==> src/rtl/spi_master_engine_if.sv <==
// Host/slave-facing bus of the SPI master engine. The engine uses the slave
// modport; a host or bench uses the master modport.
interface spi_master_engine_if #(
  parameter int DATA_W = 8
);
  // Handshake: START is only looked at while BUSY=0; the posedge that sees it
  // high latches TX_DATA/CPOL/CPHA and raises BUSY. DONE pulses for one cycle
  // as BUSY falls, and RX_DATA is valid from that cycle until the next DONE.
  logic              START;
  logic [DATA_W-1:0] TX_DATA;
  logic              CPOL;
  logic              CPHA;
  logic              MISO;
  logic              MOSI;
  logic              SCLK;
  logic              SS_N;
  logic [DATA_W-1:0] RX_DATA;
  logic              BUSY;
  logic              DONE;

  modport slave (
    input  START, TX_DATA, CPOL, CPHA, MISO,
    output MOSI, SCLK, SS_N, RX_DATA, BUSY, DONE
  );

  modport master (
    output START, TX_DATA, CPOL, CPHA, MISO,
    input  MOSI, SCLK, SS_N, RX_DATA, BUSY, DONE
  );
endinterface

==> src/rtl/spi_master_engine.sv <==
// Full-duplex SPI master: one DATA_W-bit frame per accepted START in any
// CPOL/CPHA mode, edge n of SCLK landing exactly n*DIV cycles after SS_N falls.
module spi_master_engine #(
  parameter int DIV    = 2,
  parameter int DATA_W = 8
) (
  input  logic                   CLK,
  input  logic                   RST_N,
  spi_master_engine_if.slave     bus,
  output logic [1:0]             dbg_state_o
);
  localparam int EW = $clog2(2 * DATA_W + 1);
  localparam logic [7:0]    DIV_LAST  = 8'(DIV - 1);
  localparam logic [EW-1:0] LAST_EDGE = EW'(2 * DATA_W);

  typedef enum logic [1:0] {IDLE, SETUP, SHIFT, HOLD} state_t;

  state_t            state_q, state_d;
  logic [7:0]        div_q, div_d;
  logic [EW-1:0]     edge_q, edge_d;
  logic [DATA_W-1:0] tx_q, tx_d;
  logic [DATA_W-1:0] rx_q, rx_d;
  logic [DATA_W-1:0] rx_data_q, rx_data_d;
  logic              cpol_q, cpol_d;
  logic              cpha_q, cpha_d;
  logic              sclk_q, sclk_d;
  logic              mosi_q, mosi_d;
  logic              ss_n_q, ss_n_d;
  logic              busy_q, busy_d;
  logic              done_q, done_d;

  logic              tick;
  logic [EW-1:0]     edge_n;
  logic              sample_edge;

  always_ff @(posedge CLK or negedge RST_N) begin
    if (!RST_N) begin
      state_q   <= IDLE;
      div_q     <= '0;
      edge_q    <= '0;
      tx_q      <= '0;
      rx_q      <= '0;
      rx_data_q <= '0;
      cpol_q    <= 1'b0;
      cpha_q    <= 1'b0;
      sclk_q    <= 1'b0;
      mosi_q    <= 1'b0;
      ss_n_q    <= 1'b1;
      busy_q    <= 1'b0;
      done_q    <= 1'b0;
    end else begin
      state_q   <= state_d;
      div_q     <= div_d;
      edge_q    <= edge_d;
      tx_q      <= tx_d;
      rx_q      <= rx_d;
      rx_data_q <= rx_data_d;
      cpol_q    <= cpol_d;
      cpha_q    <= cpha_d;
      sclk_q    <= sclk_d;
      mosi_q    <= mosi_d;
      ss_n_q    <= ss_n_d;
      busy_q    <= busy_d;
      done_q    <= done_d;
    end
  end

  // With CPHA=0 the odd (leading) edges sample; with CPHA=1 the even ones do.
  assign tick        = (div_q == DIV_LAST);
  assign edge_n      = edge_q + EW'(1);
  assign sample_edge = cpha_q ? ~edge_n[0] : edge_n[0];

  always_comb begin
    state_d   = state_q;
    div_d     = div_q;
    edge_d    = edge_q;
    tx_d      = tx_q;
    rx_d      = rx_q;
    rx_data_d = rx_data_q;
    cpol_d    = cpol_q;
    cpha_d    = cpha_q;
    sclk_d    = sclk_q;
    mosi_d    = mosi_q;
    ss_n_d    = ss_n_q;
    busy_d    = busy_q;
    done_d    = 1'b0;

    case (state_q)
      IDLE: begin
        sclk_d = bus.CPOL;
        mosi_d = 1'b0;
        ss_n_d = 1'b1;
        busy_d = 1'b0;
        div_d  = '0;
        edge_d = '0;
        if (bus.START) begin
          tx_d    = bus.TX_DATA;
          cpol_d  = bus.CPOL;
          cpha_d  = bus.CPHA;
          busy_d  = 1'b1;
          ss_n_d  = 1'b0;
          mosi_d  = bus.CPHA ? 1'b0 : bus.TX_DATA[DATA_W-1];
          state_d = SETUP;
        end
      end

      SETUP, SHIFT: begin
        div_d = tick ? '0 : div_q + 8'd1;
        if (tick) begin
          edge_d = edge_n;
          sclk_d = ~sclk_q;
          if (sample_edge) begin
            rx_d = {rx_q[DATA_W-2:0], bus.MISO};
          end else if (cpha_q) begin
            mosi_d = tx_q[DATA_W-1];
            tx_d   = {tx_q[DATA_W-2:0], 1'b0};
          end else if (edge_n != LAST_EDGE) begin
            // MSB went out at SS_N fall, so each shift exposes the next bit.
            mosi_d = tx_q[DATA_W-2];
            tx_d   = {tx_q[DATA_W-2:0], 1'b0};
          end
          state_d = (edge_n == LAST_EDGE) ? HOLD : SHIFT;
        end
      end

      HOLD: begin
        div_d = tick ? '0 : div_q + 8'd1;
        if (tick) begin
          ss_n_d    = 1'b1;
          busy_d    = 1'b0;
          done_d    = 1'b1;
          mosi_d    = 1'b0;
          rx_data_d = rx_q;
          state_d   = IDLE;
        end
      end

      default: state_d = IDLE;
    endcase
  end

  assign bus.MOSI    = mosi_q;
  assign bus.SCLK    = sclk_q;
  assign bus.SS_N    = ss_n_q;
  assign bus.RX_DATA = rx_data_q;
  assign bus.BUSY    = busy_q;
  assign bus.DONE    = done_q;
  assign dbg_state_o = state_q;
endmodule

==> src/flat_wrapper.sv <==
// flat-port wrapper written by rule: the top's interface ports become plain ports
module spi_master_engine_flat 
#(
  parameter int DIV    = 2,
  parameter int DATA_W = 8
)
  (CLK, RST_N, dbg_state_o, bus_START, bus_TX_DATA, bus_CPOL, bus_CPHA, bus_MISO, bus_MOSI, bus_SCLK, bus_SS_N, bus_RX_DATA, bus_BUSY, bus_DONE);
  spi_master_engine_if #(.DATA_W(DATA_W)) bus_i ();
  input  logic CLK;
  input  logic RST_N;
  output logic [1:0] dbg_state_o;
  input wire logic [$bits(bus_i.START)-1:0] bus_START;
  input wire logic [$bits(bus_i.TX_DATA)-1:0] bus_TX_DATA;
  input wire logic [$bits(bus_i.CPOL)-1:0] bus_CPOL;
  input wire logic [$bits(bus_i.CPHA)-1:0] bus_CPHA;
  input wire logic [$bits(bus_i.MISO)-1:0] bus_MISO;
  output wire logic [$bits(bus_i.MOSI)-1:0] bus_MOSI;
  output wire logic [$bits(bus_i.SCLK)-1:0] bus_SCLK;
  output wire logic [$bits(bus_i.SS_N)-1:0] bus_SS_N;
  output wire logic [$bits(bus_i.RX_DATA)-1:0] bus_RX_DATA;
  output wire logic [$bits(bus_i.BUSY)-1:0] bus_BUSY;
  output wire logic [$bits(bus_i.DONE)-1:0] bus_DONE;
  assign bus_i.START = bus_START;
  assign bus_i.TX_DATA = bus_TX_DATA;
  assign bus_i.CPOL = bus_CPOL;
  assign bus_i.CPHA = bus_CPHA;
  assign bus_i.MISO = bus_MISO;
  assign bus_MOSI = bus_i.MOSI;
  assign bus_SCLK = bus_i.SCLK;
  assign bus_SS_N = bus_i.SS_N;
  assign bus_RX_DATA = bus_i.RX_DATA;
  assign bus_BUSY = bus_i.BUSY;
  assign bus_DONE = bus_i.DONE;
  spi_master_engine #(.DIV(DIV), .DATA_W(DATA_W)) u_core (.CLK(CLK), .RST_N(RST_N), .bus(bus_i), .dbg_state_o(dbg_state_o));
endmodule
==> config.mk <==
export PLATFORM = sky130hd
export DESIGN_NAME = spi_master_engine_flat
export DESIGN_NICKNAME = d
export VERILOG_FILES = /design/src/rtl/spi_master_engine_if.sv /design/src/rtl/spi_master_engine.sv /design/src/flat_wrapper.sv
export SDC_FILE = /design/constraint.sdc
export NUM_CORES = 1
export LEC_CHECK = 0
export CAP_MARGIN = 10
export CORE_MARGIN = 8
export CORE_UTILIZATION = 50
export DETAILED_ROUTE_END_ITERATION = 8
export GPL_TIMING_DRIVEN = 0
export PLACE_DENSITY = 0.74
export SYNTH_ARGS = -nofsm -noshare
export SYNTH_HDL_FRONTEND = slang
export SYNTH_SLANG_ARGS = --single-unit
export TNS_END_PERCENT = 10
==> constraint.sdc <==
create_clock -name CLK -period 7.57 [get_ports CLK]
set_input_delay 1.1355 -clock CLK [delete_from_list [all_inputs] [get_ports CLK]]
set_output_delay 1.1355 -clock CLK [all_outputs]
set_load 0.03 [all_outputs]
==> results.yml <==
run_status:
  run_status: "completed"
power:
  power_leakage_nw: 1.20
  power-per-cell-area_nw_per_um2: 457
  seq_power_share_pct: 33.7
  clock_power_share_pct: 15.3
  power_switching_mw: 0.458
  internal-power_mw: 0.748
  power.combinational.fraction_pct: 51.0
  vdd.ir_drop.worst_uv: 228
  switching_share_pct: 38.0
min_path:
  hold_path_end: "u_core.bus.RX_DATA[7]"
  hold_path_depth: 1
  hp-class: "flop to flop"
  hp-start: "u_core.bus.RX_DATA[7]"
drt:
  drt_drc_violations_left: 0
  route.detailed.wl_per_inst_um: 16.0
  post_drt_via_cell_ratio: 5.37
  via_count: 1434
  drt-initial-drc-count: 60
  number_of_antenna_violating_nets_in_the_routed_design: 0
  route.final.wire_length_um: 4270
  drt_pre_antenna_iters: 4
worst_setup_path:
  worstPathArrival_ps: 1510
  capturing_element_type_of_the_critical_path: "primary output"
  delay_of_the_slowest_cell_on_the_worst_path_ps: 670
  critical_path.cell_chain: "clkdlybuf4s50_1"
  crit_fanout: 2
  rr_startpoint: "u_core.div_q[1]"
  rr_worst_depth: 9
  timing.critical_path.slowest_stage_cell: "clkdlybuf4s50_1"
  worst_ep_required_time_ps: 6430
  sort_of_element_at_the_start_of_the_critical_path: "flop"
  regToRegSetupSlack_ps: 4930
  worst_reg2reg_endpoint: "u_core.tx_q[2]"
  worst_path_dominant_cell_family: "buffers and inverters"
  cp.buffers_inverters: 1
  timing.setup.critical_path_class: "flop to primary output"
logic_synthesis:
  combinational_family_with_the_most_area_after_synthesis: "multiplexers"
  yosysSeqAreaShare_pct: 52.1
  syn-mean-instance-area_um2: 12.1
  area_leader_netlist: "dfrtp_1"
  yosysWarnings: 0
  synth_nets: 198
  ys_seq_elements: 45
  synth_area_in_compound_gates_pct: 3.47
  yosys-top-cells-area: "dfrtp_1 (51%), mux2_2 (13%), mux2_4 (5.6%), ha_1 (3.5%), xor2_1 (2.8%)"
  adder_cell_share_of_the_synthesized_area_pct: 3.47
  synth_largest_type_area_fraction_pct: 50.9
  netlist_area_pre_place_um2: 2160
  ys_async_sr_fraction_pct: 100
  synth-main-ff-cell: "dfrtp_1"
  syn-instance-count: 178
  yosysUniqueCellTypes: 39
  synth_mux_area_share_pct: 20.1
  synth_edf_count: 0
  synth-simple-area-share_pct: 14.3
  synth_xor_xnor_area_share_pct: 4.05
die:
  core_region_area_um2: 4260
  num_io_pins: 29
  die_width_um: 81.8
  die_height_um: 81.8
  initial_cell_density_of_the_core_pct: 50.7
  placementRows: 24
  die_area_um2: 6680
finish:
  share_of_layout_cells_above_drive_strength_1_pct: 23.7
  final_cell_mix: "dfrtp_1 (44), clkdlybuf4s50_1 (27), mux2_2 (25)"
  num-nets-final: 234
  fillers: 360
  antenna-diode-count: 0
  area_growth_pct: 22.0
  finished_core_util_pct: 61.9
  final_common_cell: "dfrtp_1"
  multiInputGateArea_um2: 981
  register_cell_area_after_layout_um2: 1130
timing:
  setup_total_negative_slack_ps: 0
  report.final.slew_viol_count: 0
  grt_setup_unrepaired: "no"
  timing_worst_slew_pin_value_ps: 631
  finalSetupViolations: 0
  post-route-min-period_ps: 2640
  timing.hold.ws_ps: 499
  clock.fmax_ghz: 0.378
  min_period_over_period_pct: 34.9
  worst_clock_skew_ps: 6.79
  timing.max_slew.rel_slack_pct: 57.6
  final-hold-violation-count: 0
grt:
  antenna_found_initial: 0
  globalRoute.totalOverflow: 0
  grt_pass1_vias: 1544
  grt_max_degree: 36
  groute.usage.overall_pct: 14.2
  grt_first_pass_wirelength_um: 7390
clock_network:
  clock_sinks: 45
  clk_latency_ps: 300
  post_cts.resized_instances: 0
  clkSlewWorstSetupHoldPaths_ps: 90
  clock_tree_from_tritoncts: "built"
  cts_buffers: 5
  clock_path_buffers: 2
  cts_hold_buffers: 0
  cts-root-buf: "clkbuf_8"
  htree_levels: 2
  postCtsSetupBuffers: 0
place:
  gp_routability_congestion: 0.781
  port_buffers: 28
  detailedPlacementHpwl_um: 3120
job:
  drv_cap: 0
-- cell type report --
cell class | instances | area share (%)
tap | 52 | 2.47
clock inverter | 3 | 1.76
multi-input combinational | 122 | 37.2
buffer | 7 | 1.47
clock buffer | 5 | 2.61
sequential | 45 | 42.7
timing repair buffer | 29 | 11.2
inverter | 4 | 0.569
-- layer usage --
layer	global-route usage (%)	part of all wire (%)
met2	24.7	52
met5	0	0
met3	3.72	4.4
met1	16.3	43
met4	5.44	1.2
-- power groups by stage --
stage	clock network, mW	logic (mW)	registers [mW]
after floorplan	0	0.396	0.455
after global placement	0	0.592	0.402
after detailed placement	0	0.616	0.411
after CTS	0.190	0.618	0.407
after global routing	0.199	0.665	0.421
final	0.185	0.615	0.407
-- cell families after synthesis --
kind of cell,count (synthesis)
simple gates,59
flops,45
mux,36
compound gates,11
buf+inv,11
xor+xnor,10
fa+ha+maj,6
-- worst max-delay path by stage --
stage | depth (start not counted) | slack [ps] | to | start
finish | 1 | 4930 | bus_SS_N | u_core.bus.SS_N
global route | 7 | 4850 | u_core.bus.RX_DATA[3] | u_core.div_q[1]
CTS | 1 | 4900 | bus_SS_N | u_core.bus.SS_N
detailed placement | 5 | 4700 | u_core.tx_q[2] | bus_START
global placement | 1 | 4230 | u_core.div_q[0] | RST_N
floorplan | 8 | 5070 | u_core.tx_q[0] | u_core.dbg_state_o[0]
-- cell usage after synthesis (all sizes together), types with 3 or more instances --
master	instances
inv	4
xnor2	3
mux2	35
nor2b	3
dfrtp	44
clkbuf	3
nand3	8
ha	6
xor2	7
nor3	5
o21ai	4
buf	4
nor2	17
nand2b	3
nand2	9
-- through the flow --
stage | std cells | power (mW) | setup slack, ps | cell area (um^2)
after global routing | 267 | 1.28 | 4850 | 2640
after global placement | 258 | 0.994 | 4230 | 2510
after floorplan | 178 | 0.851 | 5070 | 2160
final | 267 | 1.21 | 4930 | 2640
after detailed placement | 259 | 1.03 | 4700 | 2520
after CTS | 267 | 1.22 | 4900 | 2640
-- sequential cells by signal, indices dropped and copies added (netlist names), 2 cells and up --
name                cells
u_core.tx_q             8
u_core.div_q            8
u_core.dbg_state_o      2
u_core.bus.RX_DATA      8
u_core.rx_q             8
u_core.edge_q           5
Note: power is estimated with default switching activity, not from simulation.
